### src/rtl/serial_subtractor.sv
// Bit-serial N-bit subtractor (LSB first) computing a - b - bin with a registered borrow chain.
// Define SERIAL_ADDSUB_MODE_EN to add a 'mode' input selecting addition (mode=1) or subtraction.
module serial_subtractor #(
  parameter int N = 4
) (
  input  logic         clk,
  input  logic         rst_n,
  input  logic         start,
`ifdef SERIAL_ADDSUB_MODE_EN
  input  logic         mode,
`endif
  input  logic [N-1:0] a,
  input  logic [N-1:0] b,
  input  logic         bin,
  output logic [N-1:0] d,
  output logic         bout,
  output logic         busy,
  output logic         done
);

  localparam int CW = $clog2(N + 1);

  typedef enum logic [1:0] {
    S_IDLE = 2'd0,
    S_RUN  = 2'd1,
    S_DONE = 2'd2
  } state_t;

  state_t         state_q, state_d;
  logic [N-1:0]   a_sh_q, a_sh_d;
  logic [N-1:0]   b_sh_q, b_sh_d;
  logic [N-1:0]   res_q, res_d;
  logic [N-1:0]   d_q, d_d;
  logic           br_q, br_d;
  logic           bout_q, bout_d;
  logic [CW-1:0]  cnt_q, cnt_d;
`ifdef SERIAL_ADDSUB_MODE_EN
  logic           mode_q, mode_d;
`endif

  logic a0, b0, x_bit, br_next;

  always_comb begin
    a0    = a_sh_q[0];
    b0    = b_sh_q[0];
    x_bit = a0 ^ b0 ^ br_q;
`ifdef SERIAL_ADDSUB_MODE_EN
    if (mode_q) begin
      br_next = (a0 & b0) | (br_q & (a0 ^ b0));
    end else begin
      br_next = (~a0 & b0) | (~(a0 ^ b0) & br_q);
    end
`else
    br_next = (~a0 & b0) | (~(a0 ^ b0) & br_q);
`endif
  end

  always_comb begin
    state_d = state_q;
    a_sh_d  = a_sh_q;
    b_sh_d  = b_sh_q;
    res_d   = res_q;
    d_d     = d_q;
    br_d    = br_q;
    bout_d  = bout_q;
    cnt_d   = cnt_q;
`ifdef SERIAL_ADDSUB_MODE_EN
    mode_d  = mode_q;
`endif

    unique case (state_q)
      S_IDLE: begin
        if (start) begin
          a_sh_d  = a;
          b_sh_d  = b;
          br_d    = bin;
          cnt_d   = '0;
`ifdef SERIAL_ADDSUB_MODE_EN
          mode_d  = mode;
`endif
          state_d = S_RUN;
        end
      end
      S_RUN: begin
        br_d          = br_next;
        res_d         = res_q >> 1;
        res_d[N-1]    = x_bit;
        a_sh_d        = a_sh_q >> 1;
        b_sh_d        = b_sh_q >> 1;
        cnt_d         = cnt_q + CW'(1);
        // Final bit: publish the completed word so d/bout stay stable through IDLE.
        if (cnt_q == CW'(N - 1)) begin
          d_d     = res_d;
          bout_d  = br_next;
          state_d = S_DONE;
        end
      end
      S_DONE: begin
        state_d = S_IDLE;
      end
      default: begin
        state_d = S_IDLE;
      end
    endcase
  end

  always_ff @(posedge clk or negedge rst_n) begin
    if (!rst_n) begin
      state_q <= S_IDLE;
      a_sh_q  <= '0;
      b_sh_q  <= '0;
      res_q   <= '0;
      d_q     <= '0;
      br_q    <= 1'b0;
      bout_q  <= 1'b0;
      cnt_q   <= '0;
`ifdef SERIAL_ADDSUB_MODE_EN
      mode_q  <= 1'b0;
`endif
    end else begin
      state_q <= state_d;
      a_sh_q  <= a_sh_d;
      b_sh_q  <= b_sh_d;
      res_q   <= res_d;
      d_q     <= d_d;
      br_q    <= br_d;
      bout_q  <= bout_d;
      cnt_q   <= cnt_d;
`ifdef SERIAL_ADDSUB_MODE_EN
      mode_q  <= mode_d;
`endif
    end
  end

  assign d    = d_q;
  assign bout = bout_q;
  assign busy = (state_q != S_IDLE);
  assign done = (state_q == S_DONE);

endmodule

### config.mk
export PLATFORM = sky130hd
export DESIGN_NAME = serial_subtractor
export DESIGN_NICKNAME = d
export VERILOG_FILES = /design/src/rtl/serial_subtractor.sv
export SDC_FILE = /design/constraint.sdc
export NUM_CORES = 1
export LEC_CHECK = 0
export ABC_CLOCK_PERIOD_IN_PS = 4200
export CORE_MARGIN = 4
export CORE_UTILIZATION = 49
export CTS_CLUSTER_SIZE = 8
export DETAILED_ROUTE_END_ITERATION = 8
export PLACE_DENSITY = 0.73
export SLEW_MARGIN = 20
export SYNTH_ARGS = -nofsm -noshare
export SYNTH_HDL_FRONTEND = slang
export SYNTH_SLANG_ARGS = --single-unit
export TNS_END_PERCENT = 50
### constraint.sdc
create_clock -name clk -period 4.2 [get_ports clk]
set_input_delay 0.63 -clock clk [delete_from_list [all_inputs] [get_ports clk]]
set_output_delay 0.63 -clock clk [all_outputs]
set_load 0.05 [all_outputs]
# After elaboration in Yosys (flattened, before gate mapping)
# Index checks and enable logic that the tools add are counted.
# word_totals
ff_bits	23
mem_bits_rw	0
latchBits	0
rom_bits	0
n_memories	0
wordCells	38
in_bits	12
output_inout_bits	7
# op_classes
bitwise	7
n_mul	0
n_reduce_logical	6
n_eq_ne	5
addsub	1
n_mux	11
shifts	0
magnitude_cmp	0
n_div	0
# ops
cell	count
case mux 4 bit (2 select lines)	2
2-to-1 mux 4 bit	2
case mux 3 bit (2 select lines)	1
AND reduction 2 bit	3
2-to-1 mux 2 bit	2
inequality test 2 bit, second input constant	2
case mux 2 bit (2 select lines)	1
nonzero test 2 bit	2
adder 3 x 1 -> 3 bit, second input constant	1
== test 3 x 2 -> 1 bit, second input constant	1
2-to-1 mux 3 bit	1
AND 1 bit	2
== test 2 x 1 -> 1 bit, second input constant	1
== test 2 bit, second input constant	1
logical NOT 2 bit	1
NOT 1 bit	2
case mux 1 bit (2 select lines)	1
bitwise XOR 1 bit	2
2-to-1 mux 1 bit	1
bitwise OR 1 bit	1

# Logic depth before layout (Yosys ltp)
# Gate-level depths: netlist of the first run.
# logic_depth
depth_word	5
ltp_mapped	4
depth_no_buf	4

# Worst setup path after synthesis of the first run
# No wires, ideal clock.
# synth_timing
path_kind	register -> output
start	register state_q[1]
end	output done
required_ps	3570
path_buffers	2
setup_slack_ps	2236
path_stages_with_launch	4
t_arrival_ps	1334
cell_sequence	dfrtp_1 > buf_6 > buf_6 > nor2b_1
# synth_via
elab_chain_len	1
# synth_rtl
element	line	text
from (decl)	29	state_t state_q, state_d;
from (signal assigned)	121	state_q <= state_d;
== test 2 bit	138	assign done = (state_q == S_DONE);
to (decl)	18	output logic done
# Every way passes these cells.

# Worst setup path after layout of the first run
# layout_timing
start	register state_q[0]
end	output busy
# layout_via
elab_chain_len	1
# layout_rtl
element	line	text
nonzero test 2 bit	137	assign busy = (state_q != S_IDLE);
to (decl)	17	output logic busy,
# Every way passes these cells.

==> summary.md, run 1 <==
| Metric | Value |
|---|---|
| Metal3 WL | roughly 100 um |
| Placed cell areas | 1265 um2 |
| Syn_area_per_cell | between 10 and 15 um2 |
| Startpoint Class | flop |
| Total grt overflow | 0 |
| Yosys warns | 0 |
| WL met1 | between 800 and 900 um |
| Sequential fraction of the synthesis area | 0.5029 |
| Io pins | 19 |
| Die ar. | around 3000 um2 |
| Initial Util | 0.5362 |
| HPWL after detailed placement | between 1000 and 1500 um |
| IO Port Bufs | 18 |
| Critical path required time | around 3.6 ns |
| Minimum clock period | approximately 2.8 ns |
| Top sig layer | met4 |
| Hold/Removal Path Class | reg2reg |
| H-tree levels | 1 |
| Worst setup EP type | primary output |
| Tightest Pin Transition | 0.9421 ns |
| Core Footprint | approximately 2000 um2 |
| Rows | 16 |
| Top cell type's share of synthesized area | 0.5029 |
| EDFF count, synth | 0 |
| Chip height | 55.27 um |
| Flops & latches, synth | 22 |
| Skew final | ~0.0077 ns |
| Pin count of the biggest net entering global routing | 24 |
| WS Path Type | reg2out |
| Total CTS buffers | 3 |
| GP Congestion | 0.7006 |
| Final cycle utilization of the critical path | 0.6623 |
| Initial antenna violation count | 0 |
| Dominant cell type by area after synthesis | dfrtp_1 |
| Vias in the first global route | 712 |
| Clk_lat worst skew | 0.31 ns |
| Cell total after placement | approximately 120 |
| CTS tree | built |
| Initial DRT Pass Iterations | 4 |
| Setup violations, final | 0 |
| Syn nets | 96 |
| Max IR drop VDD | approximately 500 uV |
| Net count reported at finish | about 110 |
| Width of the die | between 50 and 60 um |
| Design area | around 1300 um2 |
| PD cells | just over 800 nW/um2 |
| Util after Layout | 0.6452 |
| Crit path arrival time | roughly 2.2 ns |
| Clock-pin slew on the worst setup and hold paths | 0.12 ns |
| Critical path fanouts, max | 23 |
| Ant. Diodes | 0 |
| Fin. max-slew vios | 0 |
| Post-synth ARST share | 1.000 |
| Resize count post-CTS | 0 |
| Hold Vio Cnt, Final | 0 |
| Max Root-Sink Buffers | 2 |
| Fin cells | 125 |
| Commonest non-fill, non-tap cells in the layout | 22 x dfrtp_1, 18 x clkdlybuf4s50_1, 7 x inv_1, 5 x nor3b_1 |
| Area grow syn2layout | 20.34% |
| First-pass GRT wire length | 3305 um |
| CTS Sinks | 22 |
| Share of cells above drive strength 1 | 0.1939 |
| Hold-fix buffers, CTS | 0 |
| Slew HR | 0.3700 |
| RSZ-0062 raised after global routing | no |
| Via count | between 700 and 800 |
| Wirelength per Cell | approximately 16 um |
| Met2 WL | ~970 um |
| Routed Wire Length | between 1500 and 2000 um |
| Ys flop type | dfrtp_1 |
| Number of max-cap violations | 0 |
| # Post-CTS Setup Buffers | 0 |
| Commonest non-fill, non-tap cell in the layout | dfrtp_1 |
| Setup TNS | 0 ns |
| Pleak | ~0.0006 uW |
| Distinct cells, synth | 29 |
| F_max | approximately 0.36 GHz |
| Initial DRC Count | 7 |
| Post-synthesis cell area | about 1100 um2 |
| Residual DRC | 0 |
| Final Total Pwr | roughly 1100 uW |
| Mapped Cells | 81 |
| Outcome | completed |
| Via density | between 5 and 6 |
| Clock root buffer | clkbuf_4 |
| Filler cells | 170 |
| Antenna Nets Post-Route | 0 |
| Gr usage total | 0.1368 |
| Top cells by area, synth | dfrtp_1 50%, mux2_4 5.5%, nor3b_1 3.4%, nor4b_1 3.2%, buf_6 3.1% |
## report_power, final
part | switching [uW] | internal, uW
combinational | 252 | 253
sequential | 103 | 313
clock | 62.9 | 96.5
## cells in the mapped netlist (all sizes together) (2+ instances only)
cell     n
nor3b    5
nor4b    4
a211oi   3
mux2     7
ha       2
dfrtp   22
nor2b    2
o221a    3
a211o    2
buf      4
nand2b   3
inv      7
or4b     3
mux2i    2
nor4bb   2
## through the flow
stage / worst slack, ns / hold WS [ns]
after global routing: 1.303 / 0.5307
after global placement: 1.811 / 0.4745
final: 1.418 / 0.5099
after detailed placement: 1.768 / 0.4963
after floorplan: 2.236 / 0.3344
after CTS: 1.407 / 0.5148
## layout make-up
class	instances	area [um2]	share of cell area
Inverter	7	26.28	0.01994
Multi-Input combinational cell	47	474.2	0.3599
Timing Repair Buffer	18	180.2	0.1368
Clock buffer	3	22.52	0.01709
Tap cell	27	33.78	0.02564
Clock inverter	1	30.03	0.02279
Sequential cell	22	550.5	0.4179
## logic make-up (layout without fill, tap and decap cells)
logic type	Yosys count	count (layout)	synth area share
DFF	22	22	0.5029
adders and majority gates	3	3	0.04114
AOI/OAI and AO/OA	14	14	0.1097
muxes	9	9	0.1040
buffers and inverters	12	29	0.06399
and+or+nand+nor	21	21	0.1783
## worst paths after layout
kind / startpoint / to / cells past startpoint / slack, ns
hold / removal: cnt_q[0] / cnt_q[0] / 1 / 0.51
min in group asynchronous: rst_n / res_q[1] / 1 / 0.83
setup / recovery: state_q[0] / busy / 2 / 1.42
max in group asynchronous: rst_n / br_q / 1 / 2.79
setup reg to reg: state_q[0] / res_q[2] / 2 / 2.59
hold reg to reg: cnt_q[0] / cnt_q[0] / 1 / 0.51
## critical path, stage by stage, from the launching register on
cell	delay, ns
dfrtp_1	0.83
or2_2	0.23
clkdlybuf4s50_1	0.79
## state kept, by name (all words and copies together), names as in the netlist
| register | flops |
|---|---|
| br_q | 1 |
| d | 4 |
| a_sh_q | 4 |
| res_q | 3 |
| cnt_q | 3 |
| state_q | 2 |
| bout | 1 |
| b_sh_q | 4 |
## routing by layer
layer  global-route usage  up-vias
met5                    0        -
met4              0.04167        0
met3              0.05361        4
met2               0.2213       17
met1               0.1677      340
li1                     -      340
Note: power is estimated with default switching activity, not from simulation.
==> run 2: changes to the inputs <==
Settings changed: ABC_CLOCK_PERIOD_IN_PS 4200 to 2650.
Clock period 4.2 ns to 2.65 ns, I/O delays scaled along.
==> run 2 against run 1 <==
Net effect:
- clock skew down 0.0015 ns
- flip-flop and latch count unchanged
- routed wire length shrank 0.51%
- via count shrank 0.43%
- largest cell class unchanged
- highest routed layer unchanged
==> summary.md, run 2 (synthesis gave the netlist of run 1 again) <==
| Metric | Value |
|---|---|
| Worst setup EP type | primary output |
| Area grow syn2layout | 20.91% |
| Routed Wire Length | a little under 2000 um |
| Gr usage total | 0.1438 |
| Ant. Diodes | 0 |
| PD cells | 1249 nW/um2 |
| R2r setup slk | around 1.2 ns |
| F_max | approximately 0.47 GHz |
| Reg area | about 550 um2 |
| # Post-CTS Setup Buffers | 0 |
| Initial Util | 0.5362 |
| Via density | 5.453 |
| Net count reported at finish | ~120 |
| Die ar. | approximately 3000 um2 |
| Crit path arrival time | between 1.5 and 2 ns |
| Reg2reg path depth | 4 |
| Pin count of the biggest net entering global routing | 23 |
| Number of max-cap violations | 0 |
| RSZ-0062 raised after global routing | no |
| GP Congestion | ~0.73 |
| Final cycle utilization of the critical path | 0.7994 |
| Outcome | completed |
| Critical path required time | 2.25 ns |
| Slew HR | 0.6652 |
| Minimum clock period | between 2 and 2.5 ns |
| Pleak | slightly above 0.0006 uW |
| Fin. max-slew vios | 0 |
| Rows | 16 |
| Share of cells above drive strength 1 | 0.2178 |
| Total CTS buffers | 3 |
| Initial antenna violation count | 0 |
| Clock root buffer | clkbuf_4 |
| Residual DRC | 0 |
| Chip height | 55.27 um |
| Max Root-Sink Buffers | 2 |
| Vias in the first global route | 728 |
| Reg2Reg Launch Point | cnt_q[0] |
| Cell total after placement | 124 |
| Critical path fanouts, max | 3 |
| Clock-pin slew on the worst setup and hold paths | around 0.12 ns |
| Filler cells | 168 |
| Tightest Pin Transition | 0.5006 ns |
| WS Path Type | reg2out |
| Io pins | 19 |
| Commonest non-fill, non-tap cell in the layout | dfrtp_1 |
| Area taken by multi-input logic gates | 474.2 um2 |
| Resize count post-CTS | 0 |
| Setup violations, final | 0 |
| IO Port Bufs | 18 |
| Startpoint Class | flop |
| Hold-fix buffers, CTS | 0 |
| HPWL after detailed placement | ~1400 um |
| Initial DRT Pass Iterations | 4 |
| Initial DRC Count | 13 |
| Fin cells | ~130 |
| Skew final | ~0.006 ns |
| Via count | 698 |
| Width of the die | around 55 um |
| CTS Sinks | 22 |
| Hold Vio Cnt, Final | 0 |
| CTS tree | built |
| Core Footprint | around 2000 um2 |
| Max IR drop VDD | 788.3 uV |
| Commonest non-fill, non-tap cells in the layout | 22 x dfrtp_1, 18 x clkdlybuf4s50_1, 7 x inv_1, 5 x nor3b_1 |
| Total grt overflow | 0 |
| Antenna Nets Post-Route | 0 |
| Hold/Removal Path Class | in2async |
| Setup TNS | 0 ns |
| First-pass GRT wire length | roughly 3400 um |
| R2r endpoint | d[1] |
| H-tree levels | 1 |
| Wirelength per Cell | about 15 um |
| Clk_lat worst skew | roughly 0.30 ns |
-- run 2: cell count changes in the layout (fill, tap and decap cells not counted) --
cell	previous run	this run
buf_4	0	3
bufinv_16	1	0
clkbuf_8	0	1
-- run 2: cell type report --
| type | count | area share |
|---|---|---|
| flip-flops and latches | 22 | 0.4159 |
| multi-input cells | 47 | 0.3582 |
| repair buffers | 21 | 0.1531 |
| clock buffers | 4 | 0.02741 |
| well taps | 27 | 0.02552 |
| inverters | 7 | 0.01985 |
-- run 2: worst max path at each step --
stage / from / endpoint / slack (ns) / cells after the start
floorplan: state_q[1] / done / 0.92 / 3
global placement: start / b_sh_q[1] / 0.85 / 3
detailed placement: start / b_sh_q[1] / 0.82 / 3
CTS: state_q[1] / busy / 0.51 / 2
global route: state_q[1] / busy / 0.45 / 2
finish: state_q[1] / busy / 0.53 / 2
-- run 2: worst max-delay path: stages, from the launching register on --
cell and delay, ns:
dfrtp_1 0.41, or2_2 0.30, clkdlybuf4s50_1 0.71
-- run 2: stage by stage --
stage	instance area [um2]	util	worst slack, ns	hold slack, ns	power [uW]
final	1324	0.6483	0.5316	0.4212	1653
after global routing	1324	0.6483	0.4527	0.4338	1782
after CTS	1324	0.6483	0.5094	0.4209	1679
after detailed placement	1287	0.6305	0.8182	0.4840	1488
after global placement	1287	0.6305	0.8520	0.4789	1455
after floorplan	1095	-	0.9183	0.1019	1272
-- run 2: metal layers --
layer	GRT usage	routed length [um]	vias up
met5	0	0	-
met4	0.04167	18	0
met3	0.05594	101	2
met2	0.2331	982	14
met1	0.1771	859	342
li1	-	-	340
-- run 2: report_power, final --
| group | switching (uW) | total (uW) | internal (uW) | leakage [uW] |
|---|---|---|---|---|
| clock network | 97.9 | 182 | 83.8 | 0.0000210 |
| logic | 462 | 877 | 415 | 0.000329 |
| registers | 95.9 | 594 | 498 | 0.000265 |
| total | 656 | 1650 | 997 | 0.000615 |
==> run 3: changes to the inputs <==
Settings changed: ABC_CLOCK_PERIOD_IN_PS 2650 to 2100.
Clock period 2.65 ns to 2.1 ns, I/O delays scaled along.
==> run 3 against run 2 <==
Net effect:
- critical path depth is the same
- power grew 26%
- critical endpoint is now done
- die area is the same
- utilization grew 0.25 points
- via count shrank 3.3%
- first-iteration DRC count shrank 15%
- clock skew shrank 0.0027 ns
- flip-flop and latch count is the same
- final cell count shrank 1.6%
- routed wire length shrank 6.7%
- largest power group unchanged
- count of clock-buffer cells in the layout is the same
- global-route usage shrank 0.43 points
==> summary.md, run 3 (synthesis gave the netlist of run 1 again) <==
| Metric | Value |
|---|---|
| Outcome | completed |
| Max Root-Sink Buffers | 2 |
| Commonest non-fill, non-tap cells in the layout | 22 x dfrtp_1, 16 x clkdlybuf4s50_1, 7 x inv_1, 5 x nor3b_1 |
| Total CTS buffers | 3 |
| Core Footprint | 2042 um2 |
| Routed Wire Length | about 1800 um |
| Hold-fix buffers, CTS | 0 |
| Pin count of the biggest net entering global routing | 24 |
| Fin. max-slew vios | 0 |
| HPWL after detailed placement | around 1300 um |
| Minimum clock period | 1.897 ns |
| Wirelength per Cell | between 10 and 15 um |
| H-tree levels | 1 |
| Initial antenna violation count | 0 |
| Vias in the first global route | about 720 |
| Setup TNS | 0 ns |
| Max IR drop VDD | approximately 900 uV |
| Width of the die | about 55 um |
| Hold/Removal Path Class | in2async |
| CTS tree | built |
| Pleak | around 0.00062 uW |
| Rows | 16 |
| Initial DRT Pass Iterations | 2 |
| Via count | roughly 680 |
| Area grow syn2layout | 21.37% |
| First-pass GRT wire length | 3456 um |
| Hold Vio Cnt, Final | 0 |
| Setup violations, final | 0 |
| Worst setup EP type | primary output |
| Tightest Pin Transition | roughly 0.75 ns |
| PD cells | about 1600 nW/um2 |
| WS Path Type | reg2out |
| GP Congestion | 0.7229 |
| Net count reported at finish | roughly 120 |
| F_max | 0.5272 GHz |
| Via density | around 5.4 |
| Gr usage total | 0.1395 |
| Skew final | about 0.0034 ns |
| Critical path required time | ~1.8 ns |
| Io pins | 19 |
| Initial DRC Count | 11 |
| Cell total after placement | roughly 120 |
| Ant. Diodes | 0 |
| IO Port Bufs | 18 |
| Number of max-cap violations | 0 |
| Resize count post-CTS | 0 |
| Final cycle utilization of the critical path | 0.9032 |
| Total grt overflow | 0 |
| Fin cells | 126 |
| Clk_lat worst skew | about 0.3 ns |
| Clock-pin slew on the worst setup and hold paths | 0.12 ns |
| Share of cells above drive strength 1 | 0.2222 |
| CTS Sinks | 22 |
| Antenna Nets Post-Route | 0 |
| Die ar. | between 3000 and 4000 um2 |
| Chip height | between 50 and 60 um |
| Residual DRC | 0 |
| RSZ-0062 raised after global routing | no |
| Crit path arrival time | between 1.5 and 2 ns |
| Commonest non-fill, non-tap cell in the layout | dfrtp_1 |
| Slew HR | 0.4997 |
| Clock root buffer | clkbuf_4 |
| Startpoint Class | flop |
| Critical path fanouts, max | 22 |
| # Post-CTS Setup Buffers | 0 |
| Initial Util | 0.5362 |
## run 3: cell count changes in the layout (fill, tap and decap cells not counted)
| cell | delta |
|---|---|
| buf_12 | +2 |
| buf_4 | -2 |
| clkdlybuf4s50_1 | -2 |
## run 3: power breakdown
part	total [uW]	switching (uW)	leakage (uW)	internal [uW]
logic	1030	496	0.000330	535
clock network	229	123	0.0000210	106
registers	823	196	0.000265	626
## run 3: worst max-delay path: stages (launching register included)
cell     delay [ns]
dfrtp_1        0.80
nor2b_1        0.30
buf_12         0.17
## run 3: per-layer routing
| metal | GRT usage | vias up | wire, um |
|---|---|---|---|
| li1 | - | 335 | - |
| met1 | 0.1908 | 327 | 817 |
| met2 | 0.2213 | 11 | 921 |
| met3 | 0.03030 | 2 | 82 |
| met4 | 0.04167 | 0 | 10 |
| met5 | 0 | - | 0 |
## run 3: worst paths after layout
kind                            start         to  slack (ns)  cells past startpoint
max                        state_q[1]       done        0.20                      2
min                             rst_n  b_sh_q[0]        0.35                      2
max reg2reg                state_q[0]   res_q[3]        0.49                      2
min reg2reg                  cnt_q[0]   cnt_q[0]        0.51                      1
max in group asynchronous       rst_n  b_sh_q[3]        1.53                      2
min in group clk             cnt_q[0]   cnt_q[0]        0.51                      1
## run 3: area by class of cell
cell class / count / area (um2)
fillers: 171 / 713.2
flip-flops and latches: 22 / 550.5
multi-input cells: 47 / 474.2
repair buffers: 19 / 207.7
clock buffers: 4 / 36.28
well taps: 27 / 33.78
inverters: 7 / 26.28
## run 3: through the flow
step,util,hold WS [ns],setup WS [ns],area [um2],power (uW)
2_1_floorplan,-,0.01941,0.4508,1095,1606
6_report,0.6507,0.3528,0.2032,1329,2083
3_5_place_dp,0.6330,0.4918,0.3599,1292,1882
4_1_cts,0.6507,0.3545,0.2031,1329,2112
5_1_grt,0.6507,0.3803,0.07917,1329,2262
3_3_place_gp,0.6330,0.4847,0.3825,1292,1848
